`src/rtl/servo_pwm_gen.sv`:
```
// -----------------------------------------------------------------------------
// servo_pwm_gen
//
// Fixed-period servo PWM generator. The requested duty word is clamped to
// [MIN_DUTY, MAX_DUTY] and slew-limited per frame. It is latched only on a
// frame boundary (a "load edge"), so a pulse in progress is never shortened
// or stretched. A one-cycle period_tick marks the first cycle of every frame
// and can serve as the sample strobe for the upstream PID stage.
//
// Ports:
//   clk          in   system clock
//   rst_n        in   asynchronous active-low reset
//   en           in   run request (level); sampled at frame boundaries
//   duty_in      in   [17:0] requested high time in clk cycles
//   pwm_out      out  servo pulse (registered)
//   period_tick  out  high for the first cycle of each frame
//   active_duty  out  [17:0] high time of the frame being generated
//   clamped      out  last load saturated duty_in to MIN_DUTY/MAX_DUTY
//   running      out  high while the generator is in RUN
// -----------------------------------------------------------------------------
module servo_pwm_gen #(
    parameter int PERIOD_CNT  = 1000000,
    parameter int MIN_DUTY    = 50000,
    parameter int CENTER_DUTY = 75000,
    parameter int MAX_DUTY    = 100000,
    parameter int SLEW_MAX    = 2000
) (
    input  logic        clk,
    input  logic        rst_n,
    input  logic        en,
    input  logic [17:0] duty_in,
    output logic        pwm_out,
    output logic        period_tick,
    output logic [17:0] active_duty,
    output logic        clamped,
    output logic        running
);

    if (!(MIN_DUTY > 0 && MIN_DUTY <= CENTER_DUTY && CENTER_DUTY <= MAX_DUTY &&
          MAX_DUTY < PERIOD_CNT && PERIOD_CNT <= (1 << 20))) begin : g_param_check
        $fatal(1, "servo_pwm_gen: illegal parameter combination");
    end

    localparam int CNT_W = (PERIOD_CNT > 1) ? $clog2(PERIOD_CNT) : 1;

    localparam logic [CNT_W-1:0]   LAST_CNT = CNT_W'(PERIOD_CNT - 1);
    localparam logic [17:0]        MIN_D    = 18'(MIN_DUTY);
    localparam logic [17:0]        MAX_D    = 18'(MAX_DUTY);
    localparam logic [17:0]        CENTER_D = 18'(CENTER_DUTY);
    localparam logic [17:0]        SLEW_D   = 18'(SLEW_MAX);
    localparam logic signed [18:0] SLEW_S   = 19'(SLEW_MAX);

    typedef enum logic {
        IDLE = 1'b0,
        RUN  = 1'b1
    } state_t;

    state_t             state_q, state_d;
    logic [CNT_W-1:0]   cnt_q, cnt_d;
    logic               pwm_q, pwm_d;
    logic               tick_q, tick_d;
    logic               clamped_q, clamped_d;
    logic               running_q, running_d;
    logic [17:0]        duty_q, duty_d;

    logic               load;
    logic               sat_lo, sat_hi;
    logic [17:0]        target;
    logic signed [18:0] diff;
    logic [17:0]        slewed;
    logic [31:0]        cnt_inc;

    // Range clamp and slew limit of the requested duty. Both target and
    // duty_q always lie inside [MIN_DUTY, MAX_DUTY], so the signed 19-bit
    // difference and the +/-SLEW step can never wrap.
    always_comb begin
        sat_lo = (duty_in < MIN_D);
        sat_hi = (duty_in > MAX_D);
        target = sat_lo ? MIN_D : (sat_hi ? MAX_D : duty_in);
        diff   = $signed({1'b0, target}) - $signed({1'b0, duty_q});
        slewed = target;
        if (SLEW_MAX != 0) begin
            if (diff > SLEW_S) begin
                slewed = duty_q + SLEW_D;
            end else if (diff < -SLEW_S) begin
                slewed = duty_q - SLEW_D;
            end
        end
    end

    // Position the next edge will move to; the pulse stays high while that
    // position is still below the active duty.
    assign cnt_inc = 32'(cnt_q) + 32'd1;

    always_comb begin
        state_d   = state_q;
        cnt_d     = cnt_q;
        pwm_d     = 1'b0;
        tick_d    = 1'b0;
        load      = 1'b0;
        duty_d    = duty_q;
        clamped_d = clamped_q;

        case (state_q)
            IDLE: begin
                cnt_d = '0;
                if (en) begin
                    load    = 1'b1;
                    state_d = RUN;
                end
            end
            RUN: begin
                if (cnt_q == LAST_CNT) begin
                    cnt_d = '0;
                    if (en) begin
                        load = 1'b1;
                    end else begin
                        state_d = IDLE;
                    end
                end else begin
                    cnt_d = cnt_q + 1'b1;
                    pwm_d = (cnt_inc < 32'(duty_q));
                end
            end
            default: begin
                state_d = IDLE;
                cnt_d   = '0;
            end
        endcase

        // A load starts a new frame: pulse rises on this edge with the new duty.
        if (load) begin
            pwm_d     = 1'b1;
            tick_d    = 1'b1;
            duty_d    = slewed;
            clamped_d = sat_lo | sat_hi;
        end

        running_d = (state_d == RUN);
    end

    always_ff @(posedge clk or negedge rst_n) begin
        if (!rst_n) begin
            state_q   <= IDLE;
            cnt_q     <= '0;
            pwm_q     <= 1'b0;
            tick_q    <= 1'b0;
            clamped_q <= 1'b0;
            running_q <= 1'b0;
            duty_q    <= CENTER_D;
        end else begin
            state_q   <= state_d;
            cnt_q     <= cnt_d;
            pwm_q     <= pwm_d;
            tick_q    <= tick_d;
            clamped_q <= clamped_d;
            running_q <= running_d;
            duty_q    <= duty_d;
        end
    end

    assign pwm_out     = pwm_q;
    assign period_tick = tick_q;
    assign active_duty = duty_q;
    assign clamped     = clamped_q;
    assign running     = running_q;

endmodule
```
`config.mk`:
```
export PLATFORM = sky130hd
export DESIGN_NAME = servo_pwm_gen
export DESIGN_NICKNAME = d
export VERILOG_FILES = /design/src/rtl/servo_pwm_gen.sv
export SDC_FILE = /design/constraint.sdc
export NUM_CORES = 1
export LEC_CHECK = 0
export BUFFER_PORTS_ARGS = -buffer_cell sky130_fd_sc_hd__buf_2
export CAP_MARGIN = 20
export CORE_MARGIN = 4
export CORE_UTILIZATION = 33
export CTS_CLUSTER_DIAMETER = 30
export DETAILED_ROUTE_END_ITERATION = 10
export HOLD_SLACK_MARGIN = 0.15
export PLACE_DENSITY = 0.62
export SETUP_SLACK_MARGIN = 0.4
export SLEW_MARGIN = 15
export SYNTH_ARGS = -nofsm -noshare
export SYNTH_HDL_FRONTEND = slang
export SYNTH_SLANG_ARGS = --single-unit
```
`constraint.sdc`:
```
create_clock -name clk -period 3.6 [get_ports clk]
set_input_delay 0.18 -clock clk [delete_from_list [all_inputs] [get_ports clk]]
set_output_delay 0.18 -clock clk [all_outputs]
set_load 0.05 [all_outputs]
```
==> impl_metrics.csv <==
group,metric,value,unit
cts,cts_buffers,5,
global_route,grt_remaining_overflow,0,
final_layout,multi_input_area,0.00353,sq mm
power_and_ir_drop,vdd_drop_max,0.140,mV
final_layout,drive_gt1_share,41.8,%
timing,whs,0.283,ns
timing,tightestPinTransition,1.00,ns
final_layout,final_area,0.00657,sq mm
worst_setup_path,criticalPathCategory,"input port to flop",
power_and_ir_drop,power,1.45,mW
synthesis,synthArstFlopShare,100,%
timing,period_share,128,%
global_route,grt_max_degree,43,
synthesis,syn_area_per_cell,8.24,sq um
synthesis,yosys.area.top_type,"dfrtp_1",
final_layout,area_delta_synth_final,50.7,%
timing,final-hold-violation-count,0,
cts,clkSinkCount,42,
synthesis,ys.flop_type,"dfrtp_1",
synthesis,syn_inst,529,
power_and_ir_drop,power.density,221,mW/mm^2
cts,cts_tree,"built",
placement,hpwlAfterDp,10.9,mm
final_layout,seqCellArea,0.00106,sq mm
detailed_routing,num_vias,4729,
worst_setup_path,worst_ep_arrival_time,4.83,ns
final_layout,diodes,0,
job,drv_cap,0,
cts,ctsRootBufferMaster,"clkbuf_16",
run_status,violations,"negative setup slack",
cts,max-clock-path-buffers,2,
power_and_ir_drop,p_leak,3.00,nW
floorplanning,start_util,34.1,%
final_layout,final_nets,776,
global_route,grt_pass1_wl,23.0,mm
cts,clock_latency,0.29,ns
timing,fin_crit,4.61,ns
synthesis,synth_warnings,0,
placement,io_buffers,42,
worst_setup_path,path_max_fanout,5,
synthesis,yosys-top-cells-area,"dfrtp_1 20%, ha_1 11%, dfstp_2 4.8%",
timing,relSlewSlack,33.0,%
global_route,grt_pass1_vias,4773,
cts,path_clk_slew,0.06,ns
cts,cts_htree_levels,2,
floorplanning,die_w,123,um
timing,skew,0.00550,ns
placement,place_congestion,0.878,
floorplanning,ios,43,
final_layout,fillerInstances,1179,
synthesis,synth_edf_count,0,
run_status,outcome,"finished, violations left",
detailed_routing,first_pass_iters,5,
floorplanning,num_rows,41,
worst_setup_path,end_kind,"flop",
synthesis,ys_seq_area_share,24.3,%
synthesis,yosysTopAreaCellShare,19.5,%
detailed_routing,wirelength,14.2,mm
timing,clock.fmax,0.217,GHz
global_route,grt.total_usage,18.8,%
worst_setup_path,required,3.83,ns
detailed_routing,drt_iter0_drc,241,
timing,slew_violations,0,
placement,dpl_cell_area,0.00584,sq mm
global_route,antenna_found_initial,0,
timing,setup_ws,-1.01,ns
synthesis,synth_cell_types,84,
synthesis,syn_nets,589,
detailed_routing,routedWlPerCell,15.9,um
timing,setup_viol,18,
global_route,top_usage_layer,"met2",
floorplanning,core_area,0.0128,sq mm
hold_path,min_path_type,"input port to flop",
synthesis,synth_commonest_cells,"38 x ha_1, 38 x nor2_1, 34 x dfrtp_1, 34 x nand2_1, 32 x inv_1",
floorplanning,die_h,123,um
detailed_routing,viasPerCell,5.32,
global_route,use_met2,32.5,%
detailed_routing,post-route-drc-count,0,
timing,grt_setup_unrepaired,"true",
global_route,use_met1,24.7,%
floorplanning,dieArea,0.0151,sq mm
worst_setup_path,crit_path_start_kind,"input port",
synthesis,synth.cell_area,0.00436,sq mm
detailed_routing,ant_nets,0,
synthesis,synth_seq_cells,42,
global_route,grt_util_met3,1.88,%
==> final timing paths <==
path / start / end / slack, ns / cells after the start
max reg2reg: active_duty[4] / active_duty[9] / 0.03 / 15
min in group asynchronous: rst_n / cnt_q[5] / 0.60 / 2
min reg2reg: clamped / clamped / 0.49 / 2
min: duty_in[3] / active_duty[3] / 0.28 / 3
max: duty_in[4] / active_duty[9] / -1.01 / 26
max in group asynchronous: rst_n / cnt_q[14] / 2.37 / 2
==> critical path, stage by stage <==
cell and delay [ns]:
buf_6 0.09, or4_1 0.52, o21ai_1 0.13, a21oi_1 0.09
o211ai_1 0.16, nand3b_1 0.13, a31o_4 0.25, nor2_4 0.15
buf_6 0.11, and2_4 0.14, ha_4 0.20, buf_4 0.14
and3_4 0.17, and2_4 0.16, a21o_1 0.21, buf_4 0.14
a21o_1 0.17, nand3b_1 0.16, a21oi_1 0.14, or4b_4 0.53
o21ai_4 0.24, buf_6 0.15, buf_16 0.11, o221ai_2 0.10
o41ai_1 0.07, a22o_1 0.18
==> final cells by class <==
class	count	share of cell area (%)
multi-input cells	435	53.7
inverters	32	1.83
repair buffers	200	22.8
clock buffers	7	2.17
flip-flops and latches	42	16.1
well taps	172	3.27
clock inverters	1	0.0762
==> repair_timing <==
action / 4_1_cts / 5_1_grt
gates resized for setup: 28 / 45
pin swaps: 13 / 31
hold buffers: 2 / 0
gates cloned: 1 / 0
setup buffers: 10 / 10
endpoints found under the hold margin: 35 / 0
setup endpoints to repair: 18 / 18
==> cells by family (layout without fill, tap and decap cells) <==
group / Yosys count / in the layout / share of synthesized area (%)
adders and majority gates: 39 / 39 / 11.4
DFF: 42 / 42 / 24.3
AOI/OAI and AO/OA: 155 / 155 / 25.7
muxes: 7 / 7 / 1.78
buffers and inverters: 52 / 240 / 5.28
and+or+nand+nor: 198 / 198 / 24.4
xor gates and xnor gates: 35 / 35 / 7.03
other: 1 / 1 / 0.0860
==> metal layers <==
metal / up-vias / part of all wire (%)
met2: 115 / 49
met1: 2267 / 45
met3: 22 / 4.0
met5: - / 0
li1: 2325 / -
met4: 0 / 1.6
==> sequential cells by signal, indices dropped and copies added (netlist names) <==
name	cells
cnt_q	20
pwm_out	1
running	1
period_tick	1
clamped	1
active_duty	18
==> per-stage QoR <==
stage          util [%]  worst slack [ns]  setup TNS (ns)  std cells
2_1_floorplan         -            -0.958          -14.19        529
3_3_place_gp       45.7             -1.35          -23.00        858
3_5_place_dp       45.7             -1.46          -24.93        858
4_1_cts            49.1            -0.947          -15.89        879
5_1_grt            51.4             -1.24          -21.04        889
6_report           51.4             -1.01          -16.93        889
==> placed cells by master (no fill, tap or decap), drive strengths merged, types with 23 or more instances in the layout <==
master | Yosys | layout
nor2 | 40 | 40
buf | 9 | 198
nor3 | 27 | 27
o21ai | 32 | 32
dfrtp | 34 | 34
xnor2 | 23 | 23
ha | 38 | 38
nand2 | 35 | 35
a21oi | 32 | 32
inv | 32 | 32
==> where the power goes <==
part	total, mW	switching, mW	internal, mW
Clock	0.459	0.184	0.275
Combinational	0.523	0.252	0.271
Sequential	0.473	0	0.473
Power figures use the tool's default switching activity.
